===== src/rtl/imm_gen_pipe_if.sv =====
// -----------------------------------------------------------------------------
// imm_gen_pipe_if
// Handshake/bus bundle for the pipelined immediate generator.
//
// Signals
//   in_valid_i  / in_ready_o   : instruction-side valid/ready
//   inst_i      [31:0]         : instruction word
//   tag_i       [TAG_W-1:0]    : sideband (PC/ROB tag) travelling with inst
//   out_valid_o / out_ready_i  : result-side valid/ready
//   imm_o       [XLEN-1:0]     : extended immediate
//   fmt_o       [2:0]          : format code
//   illegal_o                  : opcode not recognised
//   tag_o       [TAG_W-1:0]    : sideband out
//
// Modports
//   master : the environment (drives instructions, consumes results)
//   slave  : the immediate generator itself
// -----------------------------------------------------------------------------
interface imm_gen_pipe_if #(
  parameter int XLEN  = 32,
  parameter int TAG_W = 32
);
  logic              in_valid_i;
  logic              in_ready_o;
  logic [31:0]       inst_i;
  logic [TAG_W-1:0]  tag_i;
  logic              out_valid_o;
  logic              out_ready_i;
  logic [XLEN-1:0]   imm_o;
  logic [2:0]        fmt_o;
  logic              illegal_o;
  logic [TAG_W-1:0]  tag_o;

  modport master (
    output in_valid_i, inst_i, tag_i, out_ready_i,
    input  in_ready_o, out_valid_o, imm_o, fmt_o, illegal_o, tag_o
  );

  modport slave (
    input  in_valid_i, inst_i, tag_i, out_ready_i,
    output in_ready_o, out_valid_o, imm_o, fmt_o, illegal_o, tag_o
  );
endinterface


===== src/rtl/imm_gen_pipe.sv =====
// -----------------------------------------------------------------------------
// imm_gen_pipe
// Pipelined immediate generator for the decode stage. One instruction per
// cycle is decoded into an XLEN-wide immediate, a format code and an
// illegal-opcode flag, then held in a 2-entry skid buffer whose head entry
// drives every output directly from flops.
//
// Parameters
//   XLEN  : 32 or 64, datapath width
//   TAG_W : width of the sideband carried unchanged with each instruction
//
// Ports
//   clk_i    : clock, rising edge
//   rst_n_i  : asynchronous active-low reset
//   flush_i  : synchronous flush, empties the buffer (beats accept/drain)
//   bus      : imm_gen_pipe_if.slave (input handshake, output handshake)
//
// Compile-time option
//   IMM_GEN_CSR_EN : when defined, SYSTEM instructions are decoded (CSR
//                    address as I-format, uimm as Z-format). When undefined,
//                    SYSTEM is reported illegal and fmt Z never appears.
//
// Format codes: 0 NONE, 1 I, 2 S, 3 B, 4 U, 5 J, 6 SHAMT, 7 Z
// -----------------------------------------------------------------------------
module imm_gen_pipe #(
  parameter int XLEN  = 32,
  parameter int TAG_W = 32
) (
  input  logic             clk_i,
  input  logic             rst_n_i,
  input  logic             flush_i,
  imm_gen_pipe_if.slave    bus
);

  // Opcodes
  localparam logic [6:0] OPC_LOAD      = 7'b0000011;
  localparam logic [6:0] OPC_OP_IMM    = 7'b0010011;
  localparam logic [6:0] OPC_AUIPC     = 7'b0010111;
  localparam logic [6:0] OPC_OP_IMM_32 = 7'b0011011;
  localparam logic [6:0] OPC_STORE     = 7'b0100011;
  localparam logic [6:0] OPC_OP        = 7'b0110011;
  localparam logic [6:0] OPC_LUI       = 7'b0110111;
  localparam logic [6:0] OPC_OP_32     = 7'b0111011;
  localparam logic [6:0] OPC_BRANCH    = 7'b1100011;
  localparam logic [6:0] OPC_JALR      = 7'b1100111;
  localparam logic [6:0] OPC_JAL       = 7'b1101111;
  localparam logic [6:0] OPC_SYSTEM    = 7'b1110011;

  // Format codes
  localparam logic [2:0] FMT_NONE  = 3'd0;
  localparam logic [2:0] FMT_I     = 3'd1;
  localparam logic [2:0] FMT_S     = 3'd2;
  localparam logic [2:0] FMT_B     = 3'd3;
  localparam logic [2:0] FMT_U     = 3'd4;
  localparam logic [2:0] FMT_J     = 3'd5;
  localparam logic [2:0] FMT_SHAMT = 3'd6;
`ifdef IMM_GEN_CSR_EN
  localparam logic [2:0] FMT_Z     = 3'd7;
`endif

  // Buffer entry layout: {tag, illegal, fmt, imm}
  localparam int DEC_W = XLEN + 4;
  localparam int ENT_W = TAG_W + DEC_W;

  typedef enum logic [1:0] {
    ST_EMPTY = 2'd0,
    ST_ONE   = 2'd1,
    ST_FULL  = 2'd2
  } state_t;

  // Decode one instruction into {illegal, fmt, imm}. All immediates are built
  // at 64 bits and truncated, so the same expressions serve both XLEN values.
  function automatic logic [DEC_W-1:0] decode(input logic [31:0] inst);
    logic [63:0] v_imm;
    logic [2:0]  v_fmt;
    logic        v_ill;
    logic [63:0] v_i;
    logic [63:0] v_s;
    logic [63:0] v_b;
    logic [63:0] v_u;
    logic [63:0] v_j;
    logic [2:0]  v_f3;
    logic        v_is_shift;

    v_i = {{52{inst[31]}}, inst[31:20]};
    v_s = {{52{inst[31]}}, inst[31:25], inst[11:7]};
    v_b = {{51{inst[31]}}, inst[31], inst[7], inst[30:25], inst[11:8], 1'b0};
    v_u = {{32{inst[31]}}, inst[31:12], 12'h000};
    v_j = {{43{inst[31]}}, inst[31], inst[19:12], inst[20], inst[30:21], 1'b0};
    v_f3       = inst[14:12];
    v_is_shift = (v_f3 == 3'b001) || (v_f3 == 3'b101);

    v_imm = 64'h0;
    v_fmt = FMT_NONE;
    v_ill = 1'b0;

    case (inst[6:0])
      OPC_OP_IMM: begin
        if (v_is_shift) begin
          v_fmt = FMT_SHAMT;
          // RV64 shifts use a 6-bit shamt, RV32 a 5-bit one
          if (XLEN == 64) begin
            v_imm = {58'h0, inst[25:20]};
          end else begin
            v_imm = {59'h0, inst[24:20]};
          end
        end else begin
          v_fmt = FMT_I;
          v_imm = v_i;
        end
      end
      OPC_LOAD, OPC_JALR: begin
        v_fmt = FMT_I;
        v_imm = v_i;
      end
      OPC_STORE: begin
        v_fmt = FMT_S;
        v_imm = v_s;
      end
      OPC_BRANCH: begin
        v_fmt = FMT_B;
        v_imm = v_b;
      end
      OPC_LUI, OPC_AUIPC: begin
        v_fmt = FMT_U;
        v_imm = v_u;
      end
      OPC_JAL: begin
        v_fmt = FMT_J;
        v_imm = v_j;
      end
      OPC_OP: begin
        v_fmt = FMT_NONE;
        v_imm = 64'h0;
      end
      OPC_OP_IMM_32: begin
        // Word-sized ops exist only on RV64; their shamt is always 5 bits
        if (XLEN == 64) begin
          if (v_is_shift) begin
            v_fmt = FMT_SHAMT;
            v_imm = {59'h0, inst[24:20]};
          end else begin
            v_fmt = FMT_I;
            v_imm = v_i;
          end
        end else begin
          v_ill = 1'b1;
        end
      end
      OPC_OP_32: begin
        if (XLEN == 64) begin
          v_fmt = FMT_NONE;
        end else begin
          v_ill = 1'b1;
        end
      end
      OPC_SYSTEM: begin
`ifdef IMM_GEN_CSR_EN
        case (v_f3)
          3'b101, 3'b110, 3'b111: begin
            v_fmt = FMT_Z;
            v_imm = {59'h0, inst[19:15]};
          end
          3'b001, 3'b010, 3'b011: begin
            v_fmt = FMT_I;
            v_imm = v_i;
          end
          3'b000: begin
            v_fmt = FMT_NONE;
          end
          default: begin
            v_ill = 1'b1;
          end
        endcase
`else
        v_ill = 1'b1;
`endif
      end
      default: begin
        v_ill = 1'b1;
      end
    endcase

    return {v_ill, v_fmt, v_imm[XLEN-1:0]};
  endfunction

  state_t             r_state;
  state_t             w_state_nxt;
  logic [ENT_W-1:0]   r_head;
  logic [ENT_W-1:0]   r_skid;
  logic               r_out_valid;
  logic               r_in_ready;

  logic               w_accept;
  logic               w_drain;
  logic [ENT_W-1:0]   w_new_entry;
  logic               w_load_head_new;
  logic               w_load_head_skid;
  logic               w_load_skid;

  assign w_accept    = bus.in_valid_i & r_in_ready;
  assign w_drain     = r_out_valid & bus.out_ready_i;
  assign w_new_entry = {bus.tag_i, decode(bus.inst_i)};

  // Buffer occupancy register; valid/ready flags are registered copies of
  // the next occupancy so neither depends combinationally on out_ready_i.
  always_ff @(posedge clk_i or negedge rst_n_i) begin
    if (!rst_n_i) begin
      r_state     <= ST_EMPTY;
      r_out_valid <= 1'b0;
      r_in_ready  <= 1'b1;
    end else begin
      r_state     <= w_state_nxt;
      r_out_valid <= (w_state_nxt != ST_EMPTY);
      r_in_ready  <= (w_state_nxt != ST_FULL);
    end
  end

  // Next occupancy from accept/drain; flush overrides everything.
  always_comb begin
    w_state_nxt = r_state;
    if (flush_i) begin
      w_state_nxt = ST_EMPTY;
    end else begin
      case (r_state)
        ST_EMPTY: begin
          if (w_accept) begin
            w_state_nxt = ST_ONE;
          end else begin
            w_state_nxt = ST_EMPTY;
          end
        end
        ST_ONE: begin
          if (w_accept && !w_drain) begin
            w_state_nxt = ST_FULL;
          end else if (w_drain && !w_accept) begin
            w_state_nxt = ST_EMPTY;
          end else begin
            w_state_nxt = ST_ONE;
          end
        end
        ST_FULL: begin
          if (w_drain) begin
            w_state_nxt = ST_ONE;
          end else begin
            w_state_nxt = ST_FULL;
          end
        end
        default: begin
          w_state_nxt = ST_EMPTY;
        end
      endcase
    end
  end

  // Entry load strobes: where the decoded word goes and when the skid
  // entry moves up to the head.
  always_comb begin
    w_load_head_new  = 1'b0;
    w_load_head_skid = 1'b0;
    w_load_skid      = 1'b0;
    if (flush_i) begin
      w_load_head_new  = 1'b0;
      w_load_head_skid = 1'b0;
      w_load_skid      = 1'b0;
    end else begin
      case (r_state)
        ST_EMPTY: begin
          w_load_head_new = w_accept;
        end
        ST_ONE: begin
          // Simultaneous accept and drain replaces the head in place
          w_load_head_new = w_accept & w_drain;
          w_load_skid     = w_accept & ~w_drain;
        end
        ST_FULL: begin
          w_load_head_skid = w_drain;
        end
        default: begin
          w_load_head_new  = 1'b0;
          w_load_head_skid = 1'b0;
          w_load_skid      = 1'b0;
        end
      endcase
    end
  end

  // Entry storage; the head holds its contents whenever it is not loaded,
  // which keeps the outputs stable under back-pressure.
  always_ff @(posedge clk_i or negedge rst_n_i) begin
    if (!rst_n_i) begin
      r_head <= '0;
      r_skid <= '0;
    end else begin
      if (w_load_head_new) begin
        r_head <= w_new_entry;
      end else if (w_load_head_skid) begin
        r_head <= r_skid;
      end else begin
        r_head <= r_head;
      end
      if (w_load_skid) begin
        r_skid <= w_new_entry;
      end else begin
        r_skid <= r_skid;
      end
    end
  end

  assign bus.in_ready_o  = r_in_ready;
  assign bus.out_valid_o = r_out_valid;
  assign bus.imm_o       = r_head[XLEN-1:0];
  assign bus.fmt_o       = r_head[XLEN+2:XLEN];
  assign bus.illegal_o   = r_head[XLEN+3];
  assign bus.tag_o       = r_head[ENT_W-1:DEC_W];

endmodule


===== src/flat_wrapper.sv =====
// flat-port wrapper written by rule: the top's interface ports become plain ports
module imm_gen_pipe_flat 
#(
  parameter int XLEN  = 32,
  parameter int TAG_W = 32
)
  (clk_i, rst_n_i, flush_i, bus_in_valid_i, bus_inst_i, bus_tag_i, bus_out_ready_i, bus_in_ready_o, bus_out_valid_o, bus_imm_o, bus_fmt_o, bus_illegal_o, bus_tag_o);
  imm_gen_pipe_if #(.XLEN(XLEN), .TAG_W(TAG_W)) bus_i ();
  input  logic clk_i;
  input  logic rst_n_i;
  input  logic flush_i;
  input wire logic [$bits(bus_i.in_valid_i)-1:0] bus_in_valid_i;
  input wire logic [$bits(bus_i.inst_i)-1:0] bus_inst_i;
  input wire logic [$bits(bus_i.tag_i)-1:0] bus_tag_i;
  input wire logic [$bits(bus_i.out_ready_i)-1:0] bus_out_ready_i;
  output wire logic [$bits(bus_i.in_ready_o)-1:0] bus_in_ready_o;
  output wire logic [$bits(bus_i.out_valid_o)-1:0] bus_out_valid_o;
  output wire logic [$bits(bus_i.imm_o)-1:0] bus_imm_o;
  output wire logic [$bits(bus_i.fmt_o)-1:0] bus_fmt_o;
  output wire logic [$bits(bus_i.illegal_o)-1:0] bus_illegal_o;
  output wire logic [$bits(bus_i.tag_o)-1:0] bus_tag_o;
  assign bus_i.in_valid_i = bus_in_valid_i;
  assign bus_i.inst_i = bus_inst_i;
  assign bus_i.tag_i = bus_tag_i;
  assign bus_i.out_ready_i = bus_out_ready_i;
  assign bus_in_ready_o = bus_i.in_ready_o;
  assign bus_out_valid_o = bus_i.out_valid_o;
  assign bus_imm_o = bus_i.imm_o;
  assign bus_fmt_o = bus_i.fmt_o;
  assign bus_illegal_o = bus_i.illegal_o;
  assign bus_tag_o = bus_i.tag_o;
  imm_gen_pipe #(.XLEN(XLEN), .TAG_W(TAG_W)) u_core (.clk_i(clk_i), .rst_n_i(rst_n_i), .flush_i(flush_i), .bus(bus_i));
endmodule

===== config.mk =====
export PLATFORM = sky130hd
export DESIGN_NAME = imm_gen_pipe_flat
export DESIGN_NICKNAME = d
export VERILOG_FILES = /design/src/rtl/imm_gen_pipe_if.sv /design/src/rtl/imm_gen_pipe.sv /design/src/flat_wrapper.sv
export SDC_FILE = /design/constraint.sdc
export NUM_CORES = 1
export LEC_CHECK = 0
export CORE_MARGIN = 2
export CORE_UTILIZATION = 45
export DETAILED_ROUTE_END_ITERATION = 10
export GPL_TIMING_DRIVEN = 0
export PLACE_DENSITY = 0.85
export SYNTH_ARGS = -nofsm -noshare
export SYNTH_HDL_FRONTEND = slang
export SYNTH_SLANG_ARGS = --single-unit

===== constraint.sdc =====
create_clock -name clk_i -period 2.2 [get_ports clk_i]
set_clock_uncertainty 0.2 [all_clocks]
set_input_delay 0.33 -clock clk_i [delete_from_list [all_inputs] [get_ports clk_i]]
set_output_delay 0.33 -clock clk_i [all_outputs]
set_load 0.02 [all_outputs]

Word-level counts from Yosys, hierarchy flattened
Cells that the tools add are included.
{"block": "classes", "n_eq_ne": 14, "mux": 19, "n_bitwise": 5, "n_reduce_logical": 11}
{"operator": "32-bit case mux with 6 select lines", "n": 1}
{"operator": "68-bit 2-to-1 mux", "n": 2}
{"operator": "32-bit 2-to-1 mux", "n": 1}
{"operator": "7-bit by 6-bit equality test with 1-bit output (second input constant)", "n": 3}
{"operator": "7-bit equality test (second input constant)", "n": 3}
{"operator": "3-bit case mux with 6 select lines", "n": 1}
{"operator": "7-bit by 5-bit equality test with 1-bit output (second input constant)", "n": 2}
{"operator": "9-bit OR reduction", "n": 1}
{"operator": "1-bit 2-to-1 mux", "n": 8}
{"operator": "7-bit by 2-bit equality test with 1-bit output (second input constant)", "n": 1}
{"operator": "2-bit 2-to-1 mux", "n": 3}
{"operator": "2-bit case mux with 3 select lines", "n": 1}
{"operator": "1-bit bitwise AND", "n": 4}
{"operator": "2-bit nonzero test", "n": 2}
{"operator": "2-bit OR reduction", "n": 2}
{"operator": "3-bit by 1-bit equality test with 1-bit output (second input constant)", "n": 1}
{"operator": "3-bit equality test (second input constant)", "n": 1}
{"operator": "3-bit 2-to-1 mux", "n": 1}
{"operator": "2-bit by 1-bit equality test with 1-bit output (second input constant)", "n": 1}
{"operator": "2-bit equality test (second input constant)", "n": 1}
{"operator": "1-bit logical AND", "n": 2}
{"operator": "1-bit logical NOT", "n": 2}
{"operator": "2-bit logical NOT", "n": 1}
{"operator": "2-bit != test (second input constant)", "n": 1}
{"operator": "other kinds (3)", "n": 3}
{"block": "totals", "ff_bits": 140, "in_bits": 69, "output_inout_bits": 70, "wordCells": 54}

Longest topological paths before layout
Gate-level depths: netlist of the first run.
{"block": "depth", "word_depth": 8, "mapped_depth": 9, "depth_no_buf": 8}

Worst setup path after synthesis of the first run
No wires, ideal clock.
{"block": "synth_timing", "kind": "register to register", "start": "register u_core.r_in_ready, in the netlist u_core.bus.in_ready_o", "end": "register u_core.r_head[22]", "setup_time_ns": 0.145, "arrival_time_ns": 1.921, "required_ns": 1.855, "path_slack_ns": -0.065, "path_stages_with_launch": 9, "path_buffers": 1, "period_less_slack_ns": 2.265, "path_cell_list": "dfstp_2 and2_1 ha_1 nand2_1 a211oi_1 o21ai_0 nor2_2 buf_6 a32oi_1"}
{"block": "synth_via", "elab_chain_len": 5, "word_cells_on_any_way": 6, "cone_classes": "mux: 3; bitwise: 2; reduce/logical: 1"}
{"item": "start: declaration", "line": "imm_gen_pipe.sv:192", "text": "logic r_in_ready;"}
{"item": "start signal: assignment", "line": "imm_gen_pipe.sv:215", "text": "r_in_ready <= (w_state_nxt != ST_FULL);"}
{"item": "1-bit bitwise AND *", "line": "imm_gen_pipe.sv:201", "text": "assign w_accept = bus.in_valid_i & r_in_ready;"}
{"item": "1-bit bitwise AND", "line": "imm_gen_pipe.sv:273", "text": "w_load_head_new = w_accept & w_drain;"}
{"item": "1-bit case mux with 2 select lines *", "line": "imm_gen_pipe.sv:267", "text": "case (r_state)"}
{"item": "1-bit 2-to-1 mux *", "line": "imm_gen_pipe.sv:262", "text": "if (flush_i) begin"}
{"item": "68-bit 2-to-1 mux / 2-bit nonzero test (equally long branches)"}
{"item": "end signal: assignment", "line": "imm_gen_pipe.sv:296", "text": "r_head <= w_new_entry;"}
{"item": "end signal: assignment", "line": "imm_gen_pipe.sv:298", "text": "r_head <= r_skid;"}
{"item": "end signal: assignment", "line": "imm_gen_pipe.sv:300", "text": "r_head <= r_head;"}
{"item": "end: declaration", "line": "imm_gen_pipe.sv:189", "text": "logic [ENT_W-1:0] r_head;"}
Every way passes the cells marked *; elsewhere a longest branch is shown, timed or not.
A chain may end at the register's enable or synchronous reset.

Worst setup path after layout of the first run
{"block": "layout_timing", "start": "register u_core.r_in_ready, in the netlist u_core.bus.in_ready_o", "end": "register u_core.r_head[31]"}
The elaborated chain is that of the path after synthesis.

==> run_summary.xml, run 1 <==
<?xml version="1.0" encoding="UTF-8"?>
<metrics>
  <group name="timing">
    <metric name="final_min_period_over_clock_period" unit="">0.995</metric>
    <metric name="post_route_minimum_period" unit="ns">2.19</metric>
    <metric name="worst_slew_pin_slew" unit="ns">0.605</metric>
    <metric name="fmax" unit="MHz">457</metric>
    <metric name="fin_hold_ws" unit="ns">0.257</metric>
    <metric name="maxSlewHeadroom" unit="">0.597</metric>
    <metric name="setup-violations-final" unit="">0</metric>
    <metric name="rsz0062_at_grt" unit="">yes</metric>
    <metric name="slew_violations" unit="">0</metric>
    <metric name="report.final.hold_viol_count" unit="">0</metric>
  </group>
  <group name="floorplan">
    <metric name="design.portCount" unit="">139</metric>
    <metric name="start_util" unit="">0.461</metric>
    <metric name="core" unit="um2">13300</metric>
    <metric name="die_area" unit="um2">14600</metric>
    <metric name="fp.dieW" unit="um">121</metric>
    <metric name="rows" unit="">42</metric>
    <metric name="floorplan.die.height" unit="um">121</metric>
  </group>
  <group name="logic_synthesis">
    <metric name="syn-cell-area" unit="um2">6130</metric>
    <metric name="post_synth_mux_area_share" unit="">0.00163</metric>
    <metric name="post-synth-top-area-fraction" unit="">0.567</metric>
    <metric name="synth_fp_nets" unit="">747</metric>
    <metric name="instance_count_of_the_mapped_netlist" unit="">676</metric>
    <metric name="synth_seq_cells" unit="">140</metric>
    <metric name="combinational_family_with_the_most_area_after_synthesis" unit="">simple AND/OR/NAND/NOR gates</metric>
    <metric name="synth_top_flop_cell" unit="">sky130_fd_sc_hd__dfrtp_1</metric>
    <metric name="synthAdderAreaFrac" unit="">0.00408</metric>
    <metric name="synth_warnings" unit="">0</metric>
    <metric name="synthesis.area_per_instance" unit="um2">9.07</metric>
    <metric name="synth_simple_gate_area_share" unit="">0.222</metric>
    <metric name="share_of_the_synthesized_area_in_compound_gates_ao_oa_aoi_oai" unit="">0.166</metric>
    <metric name="post-synth-top-count-cell" unit="">sky130_fd_sc_hd__nand2_1</metric>
    <metric name="async_flop_share" unit="">1.00</metric>
    <metric name="synth_area_leaders" unit="">sky130_fd_sc_hd__dfrtp_1, sky130_fd_sc_hd__nand2_1, sky130_fd_sc_hd__nor2_1</metric>
    <metric name="number_of_flops_mapped_to_enable_cells_by_yosys" unit="">0</metric>
    <metric name="yosysSeqAreaShare" unit="">0.571</metric>
    <metric name="post-synth-top-area-cell" unit="">sky130_fd_sc_hd__dfrtp_1</metric>
    <metric name="yosys.cell_types.count" unit="">44</metric>
    <metric name="synth-xor-area-share" unit="">0</metric>
    <metric name="synth_commonest_cells" unit="">sky130_fd_sc_hd__nand2_1, sky130_fd_sc_hd__dfrtp_1, sky130_fd_sc_hd__nor2_1</metric>
  </group>
  <group name="final_layout">
    <metric name="layout-drive-gt1-share" unit="">0.129</metric>
    <metric name="nNetsFinal" unit="">919</metric>
    <metric name="n_antenna_cell" unit="">0</metric>
    <metric name="finish.cell_count_without_fillers" unit="">1036</metric>
    <metric name="fin_util" unit="">0.661</metric>
    <metric name="syn_to_final_growth" unit="%">43.3</metric>
  </group>
  <group name="power_and_ir_drop">
    <metric name="total_power" unit="mW">8.84</metric>
    <metric name="power.ir.vdd_worst" unit="uV">576</metric>
    <metric name="powerDensity" unit="nW/um2">1010</metric>
    <metric name="leakage" unit="nW">3.99</metric>
  </group>
  <group name="critical_path">
    <metric name="critical_path.cell_chain" unit="">and2_4, ha_4, nand2_4, a211oi_4, buf_6, buf_6, nand2_1, o22ai_1</metric>
    <metric name="data_required_time_at_the_worst_endpoint" unit="ns">2.34</metric>
    <metric name="timing.critical_path.fanout_max" unit="">10</metric>
    <metric name="critical_r2r_launch" unit="">u_core.bus.in_ready_o</metric>
    <metric name="setup_crit_end_kind" unit="">flip-flop</metric>
    <metric name="endpoint" unit="">u_core.r_head[31]</metric>
    <metric name="worst_path_largest_cell_delay" unit="ns">0.53</metric>
    <metric name="most_frequent_cp_cell" unit="">sky130_fd_sc_hd__buf_6</metric>
    <metric name="cp_slowest_cell" unit="">sky130_fd_sc_hd__dfstp_2</metric>
    <metric name="worstPathArrival" unit="ns">2.33</metric>
    <metric name="timing.reg2reg.setup_slack" unit="ns">0.01</metric>
    <metric name="regToRegEndpoint" unit="">u_core.r_head[31]</metric>
    <metric name="critical_path_class" unit="">reg -&gt; reg</metric>
    <metric name="startpoint" unit="">u_core.bus.in_ready_o</metric>
    <metric name="critical_path.startpoint_type" unit="">flip-flop</metric>
    <metric name="worst-r2r-cell-count" unit="">8</metric>
  </group>
  <group name="cts">
    <metric name="number_of_cts_inserted_buffers" unit="">17</metric>
    <metric name="clkSinkCount" unit="">140</metric>
    <metric name="clkTransAtPathRegs" unit="ns">0.06</metric>
    <metric name="ctsLongestPathBuffers" unit="">2</metric>
    <metric name="cts-htree-levels" unit="">4</metric>
    <metric name="tritoncts" unit="">yes</metric>
    <metric name="clkLatencyLatePin" unit="ns">0.42</metric>
    <metric name="root_cell_of_the_clock_tree" unit="">sky130_fd_sc_hd__clkbuf_16</metric>
  </group>
  <group name="detailed_routing">
    <metric name="vias" unit="">5742</metric>
    <metric name="wl_per_cell" unit="um">17.0</metric>
    <metric name="avgViaCountPerCell" unit="">5.54</metric>
    <metric name="detail_route.first_pass.iterations" unit="">5</metric>
    <metric name="route.final.wire_length" unit="mm">17.6</metric>
    <metric name="post-route-drc-count" unit="">0</metric>
    <metric name="detail_route.iter0.violations" unit="">672</metric>
    <metric name="antenna_violating_nets_post_route" unit="">0</metric>
  </group>
  <group name="place">
    <metric name="dpl.hpwl" unit="mm">11.7</metric>
    <metric name="gp_congestion" unit="">0.853</metric>
    <metric name="place_inst" unit="">990</metric>
    <metric name="port_buffer_cells" unit="">137</metric>
  </group>
  <group name="global_route">
    <metric name="number_of_global_route_vias_before_repair" unit="">5533</metric>
    <metric name="grt_pass1_wl" unit="mm">28.1</metric>
    <metric name="number_of_antenna_violations_at_the_first_check_in_global_routing" unit="">0</metric>
    <metric name="gr-usage-all-layers" unit="">0.249</metric>
    <metric name="grt_start_max_net_pins" unit="">76</metric>
    <metric name="grt_overflow_total" unit="">0</metric>
  </group>
  <group name="min_path">
    <metric name="holdCritPathClass" unit="">in -&gt; async</metric>
  </group>
  <group name="outcome">
    <metric name="outcome" unit="">complete, no violations</metric>
  </group>
  <group name="flow_run">
    <metric name="max_cap_viol_count" unit="">0</metric>
  </group>
</metrics>
logic make-up (layout without fill, tap and decap cells):
group / count (synthesis) / count (layout)
simple gates: 333 / 333
buf+inv: 54 / 238
fa+ha+maj: 2 / 2
compound gates: 146 / 146
mux: 1 / 1
flops: 140 / 140
what timing repair did:
action	in CTS	in global routing
resized for setup	62	41
setup buffers	7	6
hold endpoints to repair	65	0
cloned	1	1
pin swaps	4	7
setup endpoints to repair	128	108
hold buffers	1	0
layer usage:
layer / track usage / vias up / share of wire
met5: 0 / - / 0
met4: 0.108 / 0 / 0.021
met3: 0.0566 / 39 / 0.081
met2: 0.376 / 289 / 0.47
met1: 0.345 / 2737 / 0.43
li1: - / 2677 / -
cell usage in the layout (no fill, tap or decap), drive strengths merged, types with 2 or more instances in the layout:
master         count
nand2            232
nor2b              4
and3b              2
bufinv             2
a32oi             11
dfrtp            139
a221o              3
clkbuf            59
a21o               2
clkdlybuf4s50    132
nand2b             2
o31ai              5
dlymetal6s2s       4
inv               10
nand3              5
a22o               6
a21oi             26
nand3b             3
and2              11
a221oi             8
nor2              66
clkinv             5
ha                 2
a22oi              3
nand4              2
a211oi             9
o21ai             13
a222oi             6
o22ai              3
a31oi             37
buf               25
o211ai            11
cell type report:
class	instances	area (um2)
Buffer	43	304
Clock buffer	24	482
Fill cell	1022	4500
Multi-Input combinational cell	482	2590
Sequential cell	140	3500
Clock inverter	7	88.8
Timing Repair Buffer	154	1570
Tap cell	176	220
Inverter	10	37.5
how the worst min path moves through the flow:
stage | start | endpoint | slack [ns] | depth (start not counted)
detailed placement | rst_n_i | u_core.r_head[40] | 0.16 | 1
CTS | bus_tag_i[18] | u_core.r_skid[54] | 0.26 | 3
global route | bus_tag_i[29] | u_core.r_skid[65] | 0.28 | 3
floorplan | rst_n_i | u_core.bus.out_valid_o | -0.17 | 0
global placement | u_core.r_skid[59] | u_core.r_skid[59] | 0.26 | 2
finish | rst_n_i | u_core.r_head[40] | 0.26 | 2
power breakdown:
group	internal, mW	leakage (nW)	total [mW]	switching [mW]
registers	3.27	1.73	3.66	0.390
logic	1.16	1.97	2.40	1.24
clock network	1.75	0.284	2.78	1.04
stage by stage:
step | instance area, um2 | setup TNS [ns] | worst slack, ns
2_1_floorplan | 6140 | 0 | 0.0303
3_3_place_gp | 7730 | -759.64 | -4.91
3_5_place_dp | 7760 | -83.10 | -0.846
4_1_cts | 8610 | -0.00639 | -0.00639
5_1_grt | 8790 | -0.107 | -0.0388
6_report | 8790 | 0 | 0.0104
state kept, by name (all words and copies together) (netlist names):
name	cells
u_core.bus.in_ready_o	1
u_core.r_head	68
u_core.r_skid	68
u_core.r_state	2
u_core.bus.out_valid_o	1
worst max-delay path, delay by kind of cell, from the launching register on:
family	cells	cell delay, ns
DFF	1	0.53
adders and majority gates	1	0.15
buffers and inverters	2	0.34
AOI/OAI and AO/OA	2	0.56
and+or+nand+nor	3	0.32
(Power assumes the default switching activity.)
==> inputs of run 2 (changes only) <==
--- a/config.mk
+++ b/config.mk
@@ -6,10 +6,12 @@
 export NUM_CORES = 1
 export LEC_CHECK = 0
 export CORE_MARGIN = 2
-export CORE_UTILIZATION = 45
+export CORE_UTILIZATION = 35
 export DETAILED_ROUTE_END_ITERATION = 10
 export GPL_TIMING_DRIVEN = 0
-export PLACE_DENSITY = 0.85
+export MAX_ROUTING_LAYER = met4
+export PLACE_DENSITY = 0.7
+export SKIP_CTS_REPAIR_TIMING = 1
 export SYNTH_ARGS = -nofsm -noshare
 export SYNTH_HDL_FRONTEND = slang
 export SYNTH_SLANG_ARGS = --single-unit
==> run 2 against run 1 <==
  * Die area up 28%
  * Global-route usage down 4.4 points
  * Critical path type is now in -> reg
  * Flip-flop and latch count unchanged
  * Register-to-register slack better by 0.04 ns
  * Sequential power about the same
  * Fmax up 1.7%
  * Critical path depth down 1
  * Setup slack better by 0.037 ns
  * Worst hold slack worse by 0.058 ns
  * Wire length up 1.5%
  * Combinational power down 2%
  * Design area down 0.31%
==> run_summary.xml, run 2 (same netlist as run 1, synthesis figures left out) <==
<?xml version="1.0" encoding="UTF-8"?>
<metrics>
  <group name="flow_run">
    <metric name="max_cap_viol_count" unit="">0</metric>
  </group>
  <group name="final_layout">
    <metric name="final_cell_mix" unit="">sky130_fd_sc_hd__nand2_1, sky130_fd_sc_hd__dfrtp_1, sky130_fd_sc_hd__clkdlybuf4s50_1</metric>
    <metric name="syn_to_final_growth" unit="%">42.9</metric>
    <metric name="layout_commonest_cell" unit="">sky130_fd_sc_hd__nand2_1</metric>
    <metric name="stdcell_area" unit="um2">8770</metric>
    <metric name="reg_top3" unit="">u_core.r_head (68), u_core.r_skid (68), u_core.r_state (2)</metric>
    <metric name="n_antenna_cell" unit="">0</metric>
    <metric name="finish.cell_count_without_fillers" unit="">1078</metric>
    <metric name="nNetsFinal" unit="">912</metric>
    <metric name="fill_cells" unit="">1595</metric>
    <metric name="layout-drive-gt1-share" unit="">0.118</metric>
    <metric name="fin_util" unit="">0.509</metric>
  </group>
  <group name="timing">
    <metric name="setup-violations-final" unit="">0</metric>
    <metric name="fin_hold_ws" unit="ns">0.199</metric>
    <metric name="fmax" unit="MHz">464</metric>
    <metric name="slew_violations" unit="">0</metric>
    <metric name="maxSlewHeadroom" unit="">0.631</metric>
    <metric name="worst_slew_pin_slew" unit="ns">0.554</metric>
    <metric name="rsz0062_at_grt" unit="">yes</metric>
    <metric name="report.final.hold_viol_count" unit="">0</metric>
    <metric name="timing.setup.tns" unit="ns">0</metric>
    <metric name="final_min_period_over_clock_period" unit="">0.979</metric>
    <metric name="worst_slack" unit="ns">0.0470</metric>
    <metric name="post_route_minimum_period" unit="ns">2.15</metric>
  </group>
  <group name="global_route">
    <metric name="grt_start_max_net_pins" unit="">86</metric>
    <metric name="gr-usage-all-layers" unit="">0.205</metric>
    <metric name="number_of_antenna_violations_at_the_first_check_in_global_routing" unit="">0</metric>
    <metric name="number_of_global_route_vias_before_repair" unit="">5415</metric>
    <metric name="grt_overflow_total" unit="">0</metric>
    <metric name="grt_pass1_wl" unit="mm">28.5</metric>
  </group>
  <group name="critical_path">
    <metric name="timing.critical_path.buf_inv" unit="">3</metric>
    <metric name="critical_path_class" unit="">in -&gt; reg</metric>
    <metric name="cpLargestDelayFamily" unit="">buffers and inverters</metric>
    <metric name="data_required_time_at_the_worst_endpoint" unit="ns">2.34</metric>
    <metric name="worst-r2r-cell-count" unit="">8</metric>
    <metric name="setup_crit_end_kind" unit="">flip-flop</metric>
    <metric name="most_frequent_cp_cell" unit="">sky130_fd_sc_hd__a21oi_1</metric>
    <metric name="critical_path.cell_chain" unit="">clkdlybuf4s50_1, inv_1, or4b_4, a31oi_4, buf_12, a21oi_1, a21oi_1</metric>
    <metric name="cp_slowest_cell" unit="">sky130_fd_sc_hd__clkdlybuf4s50_1</metric>
    <metric name="timing.reg2reg.setup_slack" unit="ns">0.05</metric>
    <metric name="critical_r2r_launch" unit="">u_core.bus.in_ready_o</metric>
    <metric name="worst_path_largest_cell_delay" unit="ns">0.61</metric>
    <metric name="worstPathArrival" unit="ns">2.29</metric>
    <metric name="critical_path.startpoint_type" unit="">input port</metric>
    <metric name="regToRegEndpoint" unit="">u_core.r_head[33]</metric>
    <metric name="timing.critical_path.fanout_max" unit="">8</metric>
  </group>
  <group name="floorplan">
    <metric name="design.portCount" unit="">139</metric>
    <metric name="die_area" unit="um2">18600</metric>
    <metric name="rows" unit="">48</metric>
    <metric name="floorplan.die.height" unit="um">136</metric>
    <metric name="core" unit="um2">17200</metric>
    <metric name="start_util" unit="">0.356</metric>
    <metric name="fp.dieW" unit="um">136</metric>
  </group>
  <group name="power_and_ir_drop">
    <metric name="total_power" unit="mW">8.90</metric>
    <metric name="power.ir.vdd_worst" unit="uV">565</metric>
    <metric name="powerDensity" unit="nW/um2">1020</metric>
    <metric name="leakage" unit="nW">3.90</metric>
  </group>
  <group name="min_path">
    <metric name="hold_start" unit="">bus_inst_i[5]</metric>
    <metric name="holdCritPathClass" unit="">in -&gt; reg</metric>
    <metric name="whs_endpoint" unit="">u_core.r_head[34]</metric>
    <metric name="worst_hold_path.num_cells" unit="">4</metric>
  </group>
  <group name="detailed_routing">
    <metric name="antenna_violating_nets_post_route" unit="">0</metric>
    <metric name="wl_per_cell" unit="um">16.6</metric>
    <metric name="post-route-drc-count" unit="">0</metric>
    <metric name="detail_route.first_pass.iterations" unit="">8</metric>
    <metric name="vias" unit="">5521</metric>
    <metric name="detail_route.iter0.violations" unit="">458</metric>
    <metric name="avgViaCountPerCell" unit="">5.12</metric>
    <metric name="route.final.wire_length" unit="mm">17.9</metric>
  </group>
  <group name="cts">
    <metric name="clkLatencyLatePin" unit="ns">0.43</metric>
    <metric name="number_of_cts_inserted_buffers" unit="">17</metric>
    <metric name="clkTransAtPathRegs" unit="ns">0.06</metric>
    <metric name="root_cell_of_the_clock_tree" unit="">sky130_fd_sc_hd__clkbuf_16</metric>
    <metric name="tritoncts" unit="">yes</metric>
    <metric name="ctsLongestPathBuffers" unit="">2</metric>
    <metric name="clkSinkCount" unit="">140</metric>
    <metric name="cts-htree-levels" unit="">4</metric>
  </group>
  <group name="place">
    <metric name="place_ws" unit="ns">-0.971</metric>
    <metric name="place_area" unit="um2">7820</metric>
    <metric name="gp_congestion" unit="">0.905</metric>
    <metric name="place_inst" unit="">1039</metric>
    <metric name="port_buffer_cells" unit="">137</metric>
    <metric name="dpl.hpwl" unit="mm">12.4</metric>
  </group>
  <group name="outcome">
    <metric name="outcome" unit="">complete, no violations</metric>
  </group>
</metrics>
run 2: worst reg2reg max path, stage by stage (launching register included):
cell	delay [ns]
sky130_fd_sc_hd__dfstp_2	0.54
sky130_fd_sc_hd__and2_4	0.16
sky130_fd_sc_hd__ha_4	0.14
sky130_fd_sc_hd__nand2_2	0.08
sky130_fd_sc_hd__a211o_4	0.42
sky130_fd_sc_hd__buf_12	0.17
sky130_fd_sc_hd__buf_4	0.15
sky130_fd_sc_hd__nor2_1	0.09
sky130_fd_sc_hd__a221o_1	0.12
run 2: where the power goes:
group	internal [mW]	switching (mW)	leakage [nW]
Combinational	1.12	1.23	1.88
Clock	1.78	1.13	0.287
Sequential	3.26	0.380	1.73
Total	6.17	2.73	3.90
run 2: worst max path at each step:
| stage | start | to | slack (ns) | cells past startpoint |
|---|---|---|---|---|
| 3_3_place_gp | rst_n_i | u_core.r_head[39] | -5.08 | 1 |
| 2_1_floorplan | u_core.bus.in_ready_o | u_core.r_head[52] | 0.03 | 8 |
| 3_5_place_dp | bus_in_valid_i | u_core.r_head[29] | -0.97 | 8 |
| 6_report | bus_inst_i[2] | u_core.r_skid[17] | 0.05 | 7 |
| 5_1_grt | u_core.bus.in_ready_o | u_core.r_head[3] | -0.04 | 7 |
| 4_1_cts | u_core.bus.out_valid_o | u_core.r_head[29] | -0.58 | 8 |
run 2: area by class of cell:
cell class              count  area (um2)  share of cell area
clock inverters            13         168              0.0191
clock buffers              18         429              0.0490
inverters                  10        37.5             0.00428
multi-input cells         482        2580               0.295
plain buffers              42         258              0.0294
repair buffers            148        1510               0.172
well taps                 225         282              0.0321
flip-flops and latches    140        3500               0.400
run 2: routing by layer:
layer,global-route usage,vias up,part of all wire
met5,-,-,0
met4,0.0752,0,0.022
met3,0.0440,42,0.065
met2,0.296,197,0.44
met1,0.285,2630,0.47
li1,-,2652,-
